### src/rtl/uart_rx.sv
// 8N1 UART receiver: 2-flop synchronizer, 3-sample majority vote at mid-bit,
// one-cycle strobes for good bytes and framing errors.
module uart_rx #(
    parameter int CLK_FREQ = 27000000,
    parameter int BAUD     = 115200,
    parameter int CPB      = (CLK_FREQ + BAUD / 2) / BAUD,
    parameter int HALF     = CPB / 2
) (
    input  logic       clk,
    input  logic       rst,
    input  logic       rx,
    output logic [7:0] rx_data,
    output logic       rx_data_wr,
    output logic       frame_err,
    output logic       busy
);
    localparam int CW = $clog2(CPB + 1);
    localparam logic [CW-1:0] C_LAST = CW'(CPB - 1);
    localparam logic [CW-1:0] C_S0   = CW'(HALF - 1);
    localparam logic [CW-1:0] C_S1   = CW'(HALF);
    localparam logic [CW-1:0] C_DEC  = CW'(HALF + 1);

    typedef enum logic [2:0] {
        IDLE  = 3'd0,
        START = 3'd1,
        DATA  = 3'd2,
        STOP  = 3'd3,
        BREAK = 3'd4
    } state_t;

    state_t        state, state_n;
    logic          rx_m, rx_s;
    logic [CW-1:0] cnt, cnt_n;
    logic [2:0]    idx, idx_n;
    logic [7:0]    sh, sh_n;
    logic          s_a, s_b;
    logic [7:0]    data_n;
    logic          wr_n, err_n;
    logic          vote, decide, bit_end;

    assign vote    = (s_a & s_b) | (s_a & rx_s) | (s_b & rx_s);
    assign decide  = (cnt == C_DEC);
    assign bit_end = (cnt == C_LAST);

    always_ff @(posedge clk or posedge rst) begin
        if (rst) begin
            rx_m       <= 1'b1;
            rx_s       <= 1'b1;
            state      <= IDLE;
            cnt        <= '0;
            idx        <= '0;
            sh         <= '0;
            s_a        <= 1'b1;
            s_b        <= 1'b1;
            rx_data    <= 8'h00;
            rx_data_wr <= 1'b0;
            frame_err  <= 1'b0;
            busy       <= 1'b0;
        end else begin
            rx_m       <= rx;
            rx_s       <= rx_m;
            state      <= state_n;
            cnt        <= cnt_n;
            idx        <= idx_n;
            sh         <= sh_n;
            rx_data    <= data_n;
            rx_data_wr <= wr_n;
            frame_err  <= err_n;
            busy       <= (state_n != IDLE);
            // The first two votes are captured here; the third is rx_s live at the decision.
            if (cnt == C_S0) s_a <= rx_s;
            if (cnt == C_S1) s_b <= rx_s;
        end
    end

    always_comb begin
        state_n = state;
        cnt_n   = cnt;
        idx_n   = idx;
        sh_n    = sh;
        data_n  = rx_data;
        wr_n    = 1'b0;
        err_n   = 1'b0;
        case (state)
            IDLE: begin
                cnt_n = '0;
                if (!rx_s) state_n = START;
            end
            START: begin
                cnt_n = bit_end ? '0 : cnt + 1'b1;
                if (decide && vote) begin
                    state_n = IDLE;
                    cnt_n   = '0;
                end else if (bit_end) begin
                    state_n = DATA;
                    idx_n   = '0;
                end
            end
            DATA: begin
                cnt_n = bit_end ? '0 : cnt + 1'b1;
                if (decide) sh_n = {vote, sh[7:1]};
                if (bit_end) begin
                    if (idx == 3'd7) state_n = STOP;
                    else             idx_n   = idx + 1'b1;
                end
            end
            STOP: begin
                cnt_n = cnt + 1'b1;
                if (decide) begin
                    cnt_n = '0;
                    if (vote) begin
                        data_n  = sh;
                        wr_n    = 1'b1;
                        state_n = IDLE;
                    end else begin
                        err_n   = 1'b1;
                        state_n = BREAK;
                    end
                end
            end
            BREAK: begin
                cnt_n = '0;
                if (rx_s) state_n = IDLE;
            end
            default: begin
                state_n = IDLE;
                cnt_n   = '0;
            end
        endcase
    end
endmodule

### config.mk
export PLATFORM = sky130hd
export DESIGN_NAME = uart_rx
export DESIGN_NICKNAME = d
export VERILOG_FILES = /design/src/rtl/uart_rx.sv
export SDC_FILE = /design/constraint.sdc
export NUM_CORES = 1
export LEC_CHECK = 0
export CAP_MARGIN = 20
export CORE_MARGIN = 2
export CORE_UTILIZATION = 30
export CTS_BUF_LIST = sky130_fd_sc_hd__clkbuf_2
export DETAILED_ROUTE_END_ITERATION = 7
export PLACE_DENSITY = 0.45
export SYNTH_ARGS = -nofsm -noshare
export SYNTH_HDL_FRONTEND = slang
export SYNTH_SLANG_ARGS = --single-unit
export TNS_END_PERCENT = 10
### constraint.sdc
create_clock -name clk -period 2.15 [get_ports clk]
set_clock_uncertainty 0.1 [all_clocks]
set_input_delay 0.5375 -clock clk [delete_from_list [all_inputs] [get_ports clk]]
set_output_delay 0.5375 -clock clk [all_outputs]
set_load 0.005 [all_outputs]
Yosys cells after proc, flatten, opt, wreduce, memory -nomap -nowiden --
Cells that the tools add are included.
Cells by class: $add $sub $neg 2, eq/ne operators 13, mux-type cells 24, bitwise gates (word level) 5, reductions and logical operators 7
Operator list (count):
- 2-to-1 mux 3 bit | 12
- == test 8 x 7 -> 1 bit (second input constant) | 3
- 2-to-1 mux 8 bit | 3
- one-hot mux 8 bit (3 select lines) | 1
- one-hot mux 3 bit (5 select lines) | 1
- adder 8 x 1 -> 8 bit (second input constant) | 1
- == test 8 bit (second input constant) | 1
- != test 2 bit (second input constant) | 4
- == test 3 x 2 -> 1 bit (second input constant) | 2
- == test 3 bit (second input constant) | 2
- 2-to-1 mux 1 bit | 6
- one-hot mux 3 bit (2 select lines) | 1
- AND reduction 5 bit | 1
- adder 3 x 1 -> 3 bit (second input constant) | 1
- bitwise AND 1 bit | 3
- == test 3 x 1 -> 1 bit (second input constant) | 1
- logical NOT 3 bit | 1
- AND reduction 3 bit | 1
- nonzero test 3 bit | 1
- bitwise OR 1 bit | 2
- AND reduction 2 bit | 1
- nonzero test 2 bit | 1
- logical AND 1 bit | 1
Word-level totals: register bits after elaboration 37, bits of input ports 3, word-level logic and storage cells 63

Logic depth before layout (Yosys ltp) --
Gate-level depths: netlist (run 1).
depth in word-level cells 7, depth in mapped cells 7

Worst setup path before layout (run 1) --
OpenSTA, ideal clock, no wires.
kind register to register, start register cnt[1], end register cnt[2], library setup time 138 ps, data arrival time 1480 ps, data required time 1912 ps, path slack 432 ps, stages on the path, launching flop included 8, buffers on the path 1, period minus slack after synthesis 1718 ps, cells stage by stage dfrtp_1 -> inv_1 -> ha_1 -> and4_2 -> clkbuf_1 -> nand3b_1 -> a31oi_4 -> nor4_1
Between the ends: word-level cells in the longest chain between the ends 4, elaborated cells on any way between the ends 8, those cells by class add/sub (1); eq/ne (2); mux (4); reduce/logical (1)
Ends and longest elaborated chain:
- start, declared | RTL line 33 | logic [CW-1:0] cnt, cnt_n;
- start signal, assigned | RTL line 63 | cnt <= cnt_n;
- adder 8 x 1 -> 8 bit, or another cell as far along | RTL line 90, 100, 108
- 2-to-1 mux 8 bit or logical AND 1 bit (tied branches) | RTL line 90, 100, 91
- 2-to-1 mux 8 bit | RTL line 91 | if (decide && vote) begin
- one-hot mux 8 bit (3 select lines) * | RTL line 84 | case (state)
- via cnt_n[2] | RTL line 33
Mark *: on every way through the listed nets, which the timed path passes. The rest lies on a longest branch. A chain may end at the register's enable or synchronous reset.

Worst setup path in the final report (run 1) --
start register rx_data[6], end output rx_data[6]
RTL lines:
- start, declared | RTL line 12 | output logic [7:0] rx_data,
- start signal, assigned | RTL line 66 | rx_data <= data_n;
No word-level cell between the ends.

==> impl_metrics.yaml, run 1 <==
sta:
  setup-tns-final_ns: 0
  relSlewSlack_pct: 68.0
  hold_viol: 0
  max_clock_freq_mhz: 525
  rsz0062_at_grt: "no"
  min_period_ns: 1.91
  final-setup-viol-count: 0
  worst_pin_slew_ns: 0.480
  post-route-period-util_pct: 88.6
  slew_viol_final: 0
  fin_ws_ns: 0.244
logic_synthesis:
  synth-compound-area-share_pct: 7.61
  synthTopCellsByArea: "dfrtp_1 46%, mux2_2 11%, dfstp_2 5.9%"
  synth_top_area_share_pct: 46.1
  synth_simple_gate_area_share_pct: 18.1
  synthAdderAreaFrac_pct: 4.75
  syn_nets: 156
  synth_warnings: 0
  synth_xor_area_share_pct: 2.93
  synth_top_family_by_area: "simple AND/OR/NAND/NOR gates"
  avgSynthCellArea_um2: 12.2
  ys_ff_latch: 37
  synth.area.mux_share_pct: 11.5
  synthesis.area_um2: 1790
  yosysTopAreaCell: "dfrtp_1"
  synth_edf_count: 0
  netlist_instances: 147
  ys_seq_area_share_pct: 52.0
  yosysUniqueCellTypes: 48
  synth-main-ff-cell: "dfrtp_1"
  async_flop_share_pct: 100
die:
  dieArea_um2: 6610
  die_w_um: 81.3
  die_y_um: 81.3
  ios: 14
  core_region_area_um2: 5850
  initial_utilization_pct: 30.6
  rows: 28
run_status:
  status: "finished clean"
power_and_ir_drop:
  seq_power_share_pct: 68.4
  power_frac_clock_pct: 29.8
  intPower_uw: 782
  finalPower_uw: 1030
  switching_share_pct: 23.7
  ir_drop_mv: 0.322
  p_sw_uw: 243
  p_leak_uw: 0.000923
  p_comb_share_pct: 1.8
  p_per_area_nw_per_um2: 494
finish:
  drive_gt1_share_pct: 28.4
  final_nets: 177
  areaGrowthSynthToFinish_pct: 15.9
  post_layout_nonfiller_instances: 244
  antenna_cells: 0
  stdcell_area_um2: 2080
  fillers: 571
global_routing:
  track_usage_pct: 12.7
  antenna_found_initial: 0
  grt_pass1_wl_mm: 6.27
  grt_max_degree: 38
  grt_pass1_vias: 1225
  globalRoute.totalOverflow: 0
setup_path:
  startpoint: "rx_data[6]$_DFFE_PP0P_"
  start_kind: "flip-flop"
  cp.required_ns: 1.51
  slowest_delay_ns: 0.51
  crit_fanout: 2
  r2r_start: "cnt[1]$_DFF_PP0_"
  crit_buf_inv: 1
  end_kind: "primary output"
  cp_data_arrival_time_ns: 1.27
  crit_family: "buffers and inverters"
  crit_slowest_cell: "clkdlybuf4s50_1"
  path_class: "flip-flop to primary output"
  path_cells: "clkdlybuf4s50_1"
placement:
  placed_area_um2: 2030
  place_ws_ns: 0.312
  dpl.cell_count: 236
  finalWeightedCongestion: 0.725
  io_buffers: 13
  dp_hpwl_mm: 2.52
clocking:
  clock_latency_ns: 0.37
  ctsHoldBuffers: 0
  cts_tree: "built"
  cts_root_buf: "clkbuf_2"
  clk_path_buf_depth: 2
  cts.repair.resized: 0
  cts_made_buffers: 5
  cts_setup_buffers: 0
  cts_sinks: 37
  cts.clk_slew.worst_paths_ns: 0.20
  htree_levels: 2
worst_hold_path:
  hp-class: "flip-flop to flip-flop"
  worstHoldStart: "rx_m$_DFF_PP1_"
route:
  routed_wl_mm: 3.49
  vias: 1181
  drt_first_iter_violations: 75
  drtPass1Iterations: 4
  vias_per_cell: 4.84
  wl_per_cell_um: 14.3
  drc: 0
  ant_nets: 0
job:
  max_cap_viol_count: 0
[routing by layer]
layer	share of wire [%]	wire length [µm]	vias to the layer above	track usage, %
li1	-	-	570	-
met1	49	1690	586	17.6
met2	47	1640	23	18.3
met3	3.6	127	2	4.56
met4	0.72	25	0	4.24
met5	0	0	-	0
[cells in the mapped netlist (all sizes together) (3+ instances only)]
master   n
nor2     3
nand3    8
o21ai    3
mux2    18
inv      6
dfstp    4
nor4     7
nor3     3
a21oi    3
ha       6
nand2   12
buf      4
dfrtp   33
xnor2    4
[per-stage QoR]
| stage | utilization, % | hold WS, ns |
|---|---|---|
| after CTS | 35.5 | 0.271 |
| after detailed placement | 34.8 | 0.249 |
| after global routing | 35.5 | 0.273 |
| final | 35.5 | 0.269 |
| after global placement | 34.8 | 0.246 |
| after floorplan | - | 0.245 |
[layout make-up]
cell class              instances  area, µm²  share of cell area (%)
clock buffers                   5       25.0                    1.20
clock inverters                 3       17.5                   0.843
inverters                       6       22.5                    1.08
multi-input cells              98        805                    38.7
flip-flops and latches         37        931                    44.8
well taps                      75       93.8                    4.52
repair buffers                 20        183                    8.80
[path summary, 6_finish.rpt]
| path | slack (ns) | cells after the start | end |
|---|---|---|---|
| worst max-delay path | 0.24 | 1 | rx_data[6] |
| worst min-delay path | 0.27 | 0 | rx_s$_DFF_PP1_ |
| worst max register to register | 0.28 | 6 | cnt[6]$_DFF_PP0_ |
| worst min register to register | 0.27 | 0 | rx_s$_DFF_PP1_ |
| max in group asynchronous | 1.13 | 3 | s_a$_DFFE_PP1N_ |
| min in group asynchronous | 0.44 | 3 | rx_data[6]$_DFFE_PP0P_ |
[logic make-up (layout without fill, tap and decap cells)]
kind of cell,count (synthesis),after routing
XOR/XNOR,6,6
flip-flops,37,37
multiplexers,18,18
adder cells (fa/ha/maj),7,7
buffers and inverters,12,34
AO/OA/AOI/OAI,17,17
AND/OR/NAND/NOR,50,50
[placed cells by master (no fill, tap or decap), types with 2 or more instances in the layout]
master	count
a21oi_1	2
a22o_1	2
buf_4	7
clkbuf_2	5
clkdlybuf4s50_1	13
dfrtp_1	33
dfstp_2	4
ha_1	6
inv_1	6
mux2_2	17
nand2_1	11
nand3_1	7
nand3b_1	2
nor2_1	3
nor2b_1	2
nor3_1	3
nor4_1	7
o21ai_0	2
xnor2_1	4
xor2_1	2
[sequential cells by signal, summed over array words and instances (netlist names)]
register	flops
rx_m	1
cnt	8
s_a	1
sh	8
frame_err	1
rx_data_wr	1
idx	3
rx_data	8
busy	1
s_b	1
rx_s	1
state	3
[power groups by stage]
stage	logic [µW]	clock network (µW)	registers (µW)
after floorplan	10.2	0	713
after global placement	18.8	0	714
after detailed placement	19.7	0	714
after CTS	19.6	331	702
after global routing	21.7	376	703
final	18.3	305	702
Note: power is estimated with default switching activity, not from simulation.
==> run 2, diff against run 1 <==
--- a/config.mk
+++ b/config.mk
@@ -10,6 +10,7 @@
 export CORE_UTILIZATION = 30
 export CTS_BUF_LIST = sky130_fd_sc_hd__clkbuf_2
 export DETAILED_ROUTE_END_ITERATION = 7
+export GPL_TIMING_DRIVEN = 0
 export PLACE_DENSITY = 0.45
 export SYNTH_ARGS = -nofsm -noshare
 export SYNTH_HDL_FRONTEND = slang
==> impl_metrics.yaml, run 2 (same netlist as run 1, synthesis figures left out) <==
clocking:
  cts_root_buf: "clkbuf_2"
  clk_path_buf_depth: 2
  cts_tree: "built"
  cts_sinks: 37
  cts.clk_slew.worst_paths_ns: 0.17
  ctsHoldBuffers: 0
  clock_latency_ns: 0.37
  cts_made_buffers: 5
  htree_levels: 2
job:
  max_cap_viol_count: 0
die:
  die_y_um: 81.3
  rows: 28
  core_region_area_um2: 5850
  die_w_um: 81.3
  ios: 14
  dieArea_um2: 6610
  initial_utilization_pct: 30.6
sta:
  hold_viol: 0
  relSlewSlack_pct: 55.7
  min_period_ns: 1.97
  post-route-period-util_pct: 91.7
  rsz0062_at_grt: "no"
  max_clock_freq_mhz: 507
  final-setup-viol-count: 0
  setup-tns-final_ns: 0
  slew_viol_final: 0
  fin_ws_ns: 0.179
  worst_pin_slew_ns: 0.664
finish:
  final_cell_mix: "33 x dfrtp_1, 17 x mux2_2, 13 x clkdlybuf4s50_1"
  final_nets: 177
  antenna_cells: 0
  drive_gt1_share_pct: 27.8
  areaGrowthSynthToFinish_pct: 16.8
  layout_commonest_cell: "dfrtp_1"
  reg.largest.list: "cnt (8), rx_data (8), sh (8)"
power_and_ir_drop:
  ir_drop_mv: 0.268
  seq_power_share_pct: 68.5
  p_leak_uw: 0.000922
  power_frac_clock_pct: 29.3
  p_sw_uw: 240
  intPower_uw: 785
  p_comb_share_pct: 2.2
  p_per_area_nw_per_um2: 489
  switching_share_pct: 23.4
setup_path:
  start_kind: "flip-flop"
  path_class: "flip-flop to flip-flop"
  cp_data_arrival_time_ns: 2.12
  cp.required_ns: 2.30
  crit_fanout: 8
  end_kind: "flip-flop"
placement:
  dp_hpwl_mm: 2.41
  finalWeightedCongestion: 0.800
  io_buffers: 13
  place_ws_ns: 0.105
route:
  drtPass1Iterations: 4
  vias: 1157
  drt_first_iter_violations: 62
  drc: 0
  ant_nets: 0
  vias_per_cell: 4.74
  wl_per_cell_um: 13.1
  routed_wl_mm: 3.20
global_routing:
  antenna_found_initial: 0
  globalRoute.totalOverflow: 0
  grt_max_degree: 24
  track_usage_pct: 11.1
  grt_pass1_wl_mm: 5.66
  grt_pass1_vias: 1239
run_status:
  status: "finished clean"
worst_hold_path:
  hp-class: "flip-flop to flip-flop"
[run 2: path summary, 6_finish.rpt]
| check | start | endpoint | slack [ns] | cells after the start |
|---|---|---|---|---|
| setup / recovery | cnt[1]$_DFF_PP0_ | cnt[4]$_DFF_PP0_ | 0.18 | 7 |
| hold / removal | rx_m$_DFF_PP1_ | rx_s$_DFF_PP1_ | 0.27 | 0 |
| setup reg to reg | cnt[1]$_DFF_PP0_ | cnt[4]$_DFF_PP0_ | 0.18 | 7 |
| hold reg to reg | rx_m$_DFF_PP1_ | rx_s$_DFF_PP1_ | 0.27 | 0 |
| max in group asynchronous | rst | rx_m$_DFF_PP1_ | 0.89 | 3 |
| min in group asynchronous | rst | cnt[5]$_DFF_PP0_ | 0.44 | 2 |
[run 2: through the flow]
stage	hold slack (ns)	std cells	total power (µW)	utilization, %	instance area [µm²]
finish	0.268	244	1020	35.8	2090
global route	0.272	244	1080	35.8	2090
CTS	0.269	244	1050	35.7	2090
detailed placement	0.247	236	738	34.9	2040
global placement	0.249	235	731	34.5	2020
floorplan	0.245	147	724	-	1790
[run 2: layout make-up]
type | count | area [µm²]
Tap cell | 75 | 93.8
Timing Repair Buffer | 14 | 158
Sequential cell | 37 | 931
Clock inverter | 3 | 17.5
Fill cell | 581 | 3760
Clock buffer | 5 | 25.0
Multi-Input combinational cell | 98 | 812
Buffer | 6 | 33.8
Inverter | 6 | 22.5
[run 2: repair_timing]
action / 4_1_cts / 5_1_grt
gates resized for setup: 0 / 1
setup buffers: 0 / 0
setup endpoints to repair: 0 / 8
[run 2: power groups by stage]
stage / Clock (µW) / Sequential, µW / Combinational, µW
floorplan: 0 / 713 / 10.2
global placement: 0 / 714 / 17.5
detailed placement: 0 / 714 / 24.7
CTS: 327 / 702 / 24.7
global route: 353 / 703 / 26.5
finish: 300 / 702 / 22.9
[run 2: critical path, cell delays in order, from the launching register on]
cell      delay (ns)
dfrtp_1         0.46
inv_1           0.09
ha_1            0.16
and4_2          0.21
clkbuf_1        0.23
nand2_1         0.16
a21oi_4         0.33
nor4_1          0.10
[run 2: per-layer routing]
metal  part of all wire, %  vias up  track usage [%]
li1                      -      570                -
met1                    49      568             15.2
met2                    47       14             16.7
met3                   3.3        5             3.22
met4                   1.1        0             4.07
met5                     0        -                0
==> run 3, diff against run 2 <==
--- a/config.mk
+++ b/config.mk
@@ -8,7 +8,7 @@
 export CAP_MARGIN = 20
 export CORE_MARGIN = 2
 export CORE_UTILIZATION = 30
-export CTS_BUF_LIST = sky130_fd_sc_hd__clkbuf_2
+export CTS_BUF_LIST = sky130_fd_sc_hd__clkbuf_16
 export DETAILED_ROUTE_END_ITERATION = 7
 export GPL_TIMING_DRIVEN = 0
 export PLACE_DENSITY = 0.45
==> impl_metrics.yaml, run 3 (same netlist as run 1, synthesis figures left out) <==
sta:
  max_clock_freq_mhz: 505
  final-setup-viol-count: 0
  whs_ns: 0.254
  hold_viol: 0
  worst_pin_slew_ns: 0.666
  post-route-period-util_pct: 92.2
  relSlewSlack_pct: 55.6
  slew_viol_final: 0
  min_period_ns: 1.98
  rsz0062_at_grt: "no"
global_routing:
  antenna_found_initial: 0
  grt_max_degree: 24
  track_usage_pct: 11.4
  globalRoute.totalOverflow: 0
  grt_pass1_vias: 1240
  grt_pass1_wl_mm: 5.78
route:
  vias: 1153
  routed_wl_mm: 3.22
  vias_per_cell: 4.73
  ant_nets: 0
  drtPass1Iterations: 4
  drc: 0
  wl_per_cell_um: 13.2
  drt_first_iter_violations: 50
clocking:
  cts_root_buf: "clkbuf_16"
  cts.clk_slew.worst_paths_ns: 0.05
  cts_sinks: 37
  cts_made_buffers: 5
  cts_tree: "built"
  htree_levels: 2
  clock_latency_ns: 0.27
  ctsHoldBuffers: 0
  clk_path_buf_depth: 2
setup_path:
  path_cells: "inv_1 > ha_1 > and4_2 > clkbuf_1 > nand3b_1 > a31oi_4 > nor4_1"
  crit_family: "simple AND/OR/NAND/NOR gates"
  crit_fanout: 8
  startpoint: "cnt[1]$_DFF_PP0_"
  start_kind: "flip-flop"
  rr_endpoint: "cnt[6]$_DFF_PP0_"
  path_class: "flip-flop to flip-flop"
  crit_slowest_cell: "dfrtp_1"
  end_kind: "flip-flop"
  slowest_delay_ns: 0.42
  cp_data_arrival_time_ns: 2.02
  r2r_cells: 7
  crit_buf_inv: 2
  cp.required_ns: 2.18
  r2r_setup_slack_ns: 0.17
  r2r_start: "cnt[1]$_DFF_PP0_"
die:
  die_w_um: 81.3
  dieArea_um2: 6610
  ios: 14
  core_region_area_um2: 5850
  die_y_um: 81.3
  rows: 28
  initial_utilization_pct: 30.6
placement:
  io_buffers: 13
  dp_hpwl_mm: 2.41
  finalWeightedCongestion: 0.800
worst_hold_path:
  holdPathEnd: "rx_s$_DFF_PP1_"
  hp-class: "flip-flop to flip-flop"
  worstHoldStart: "rx_m$_DFF_PP1_"
  min_path_cells: 0
power_and_ir_drop:
  p_per_area_nw_per_um2: 640
  p_leak_uw: 0.000963
  ir_drop_mv: 0.356
job:
  max_cap_viol_count: 0
finish:
  fin_util_pct: 37.6
  final_nets: 177
  antenna_cells: 0
  layout_commonest_cell: "dfrtp_1"
  drive_gt1_share_pct: 28.4
  final_cell_mix: "33 x dfrtp_1, 17 x mux2_2, 13 x clkdlybuf4s50_1"
  reg.largest.list: "cnt (8), rx_data (8), sh (8)"
  areaGrowthSynthToFinish_pct: 22.7
run_status:
  status: "finished clean"
==> run 3: how the worst max path moves through the flow <==
stage,endpoint,cells past startpoint
2_1_floorplan,cnt[2]$_DFF_PP0_,7
3_3_place_gp,state[1]$_DFF_PP0_,2
3_5_place_dp,cnt[4]$_DFF_PP0_,7
4_1_cts,cnt[4]$_DFF_PP0_,7
5_1_grt,cnt[2]$_DFF_PP0_,7
6_report,cnt[6]$_DFF_PP0_,7
==> run 3: worst register-to-register path: stages, from the launching register on <==
cell      delay, ns
dfrtp_1        0.42
inv_1          0.09
ha_1           0.16
and4_2         0.21
clkbuf_1       0.25
nand3b_1       0.17
a31oi_4        0.32
nor4_1         0.11
==> run 3: metrics by stage <==
stage / power (µW) / TNS, ns / area (µm²) / worst slack [ns] / std cells
3_3_place_gp: 731 / -3.77 / 2020 / -0.117 / 235
5_1_grt: 1470 / 0 / 2200 / 0.00154 / 244
6_report: 1410 / 0 / 2200 / 0.168 / 244
4_1_cts: 1440 / 0 / 2190 / 0.0704 / 244
3_5_place_dp: 738 / 0 / 2040 / 0.105 / 236
2_1_floorplan: 724 / 0 / 1790 / 0.432 / 147
==> run 3: report_power, final <==
group | internal [µW] | switching, µW | leakage [µW] | total (µW)
combinational | 8.40 | 14.5 | 0.000410 | 22.9
sequential | 701 | 1.26 | 0.000483 | 702
clock | 424 | 260 | 0.0000696 | 683
total | 1130 | 275 | 0.000963 | 1410
==> run 3: metal layers <==
metal	vias up	GRT usage (%)	wire, µm
met4	0	4.07	42
met5	-	0	0
met1	565	15.4	1580
met3	5	3.56	100
li1	572	-	-
met2	11	17.0	1500
==> run 3: cell type report <==
type	count	area, µm²
inverters	6	22.5
well taps	75	93.8
flip-flops and latches	37	931
fillers	563	3650
clock inverters	3	17.5
multi-input cells	98	817
clock buffers	5	125
repair buffers	14	158
plain buffers	6	33.8
==> run 3: timing repair <==
action                                  in CTS  in global routing
resized for setup                            0                  2
endpoints found under the setup margin       0                  8
setup buffers                                0                  0
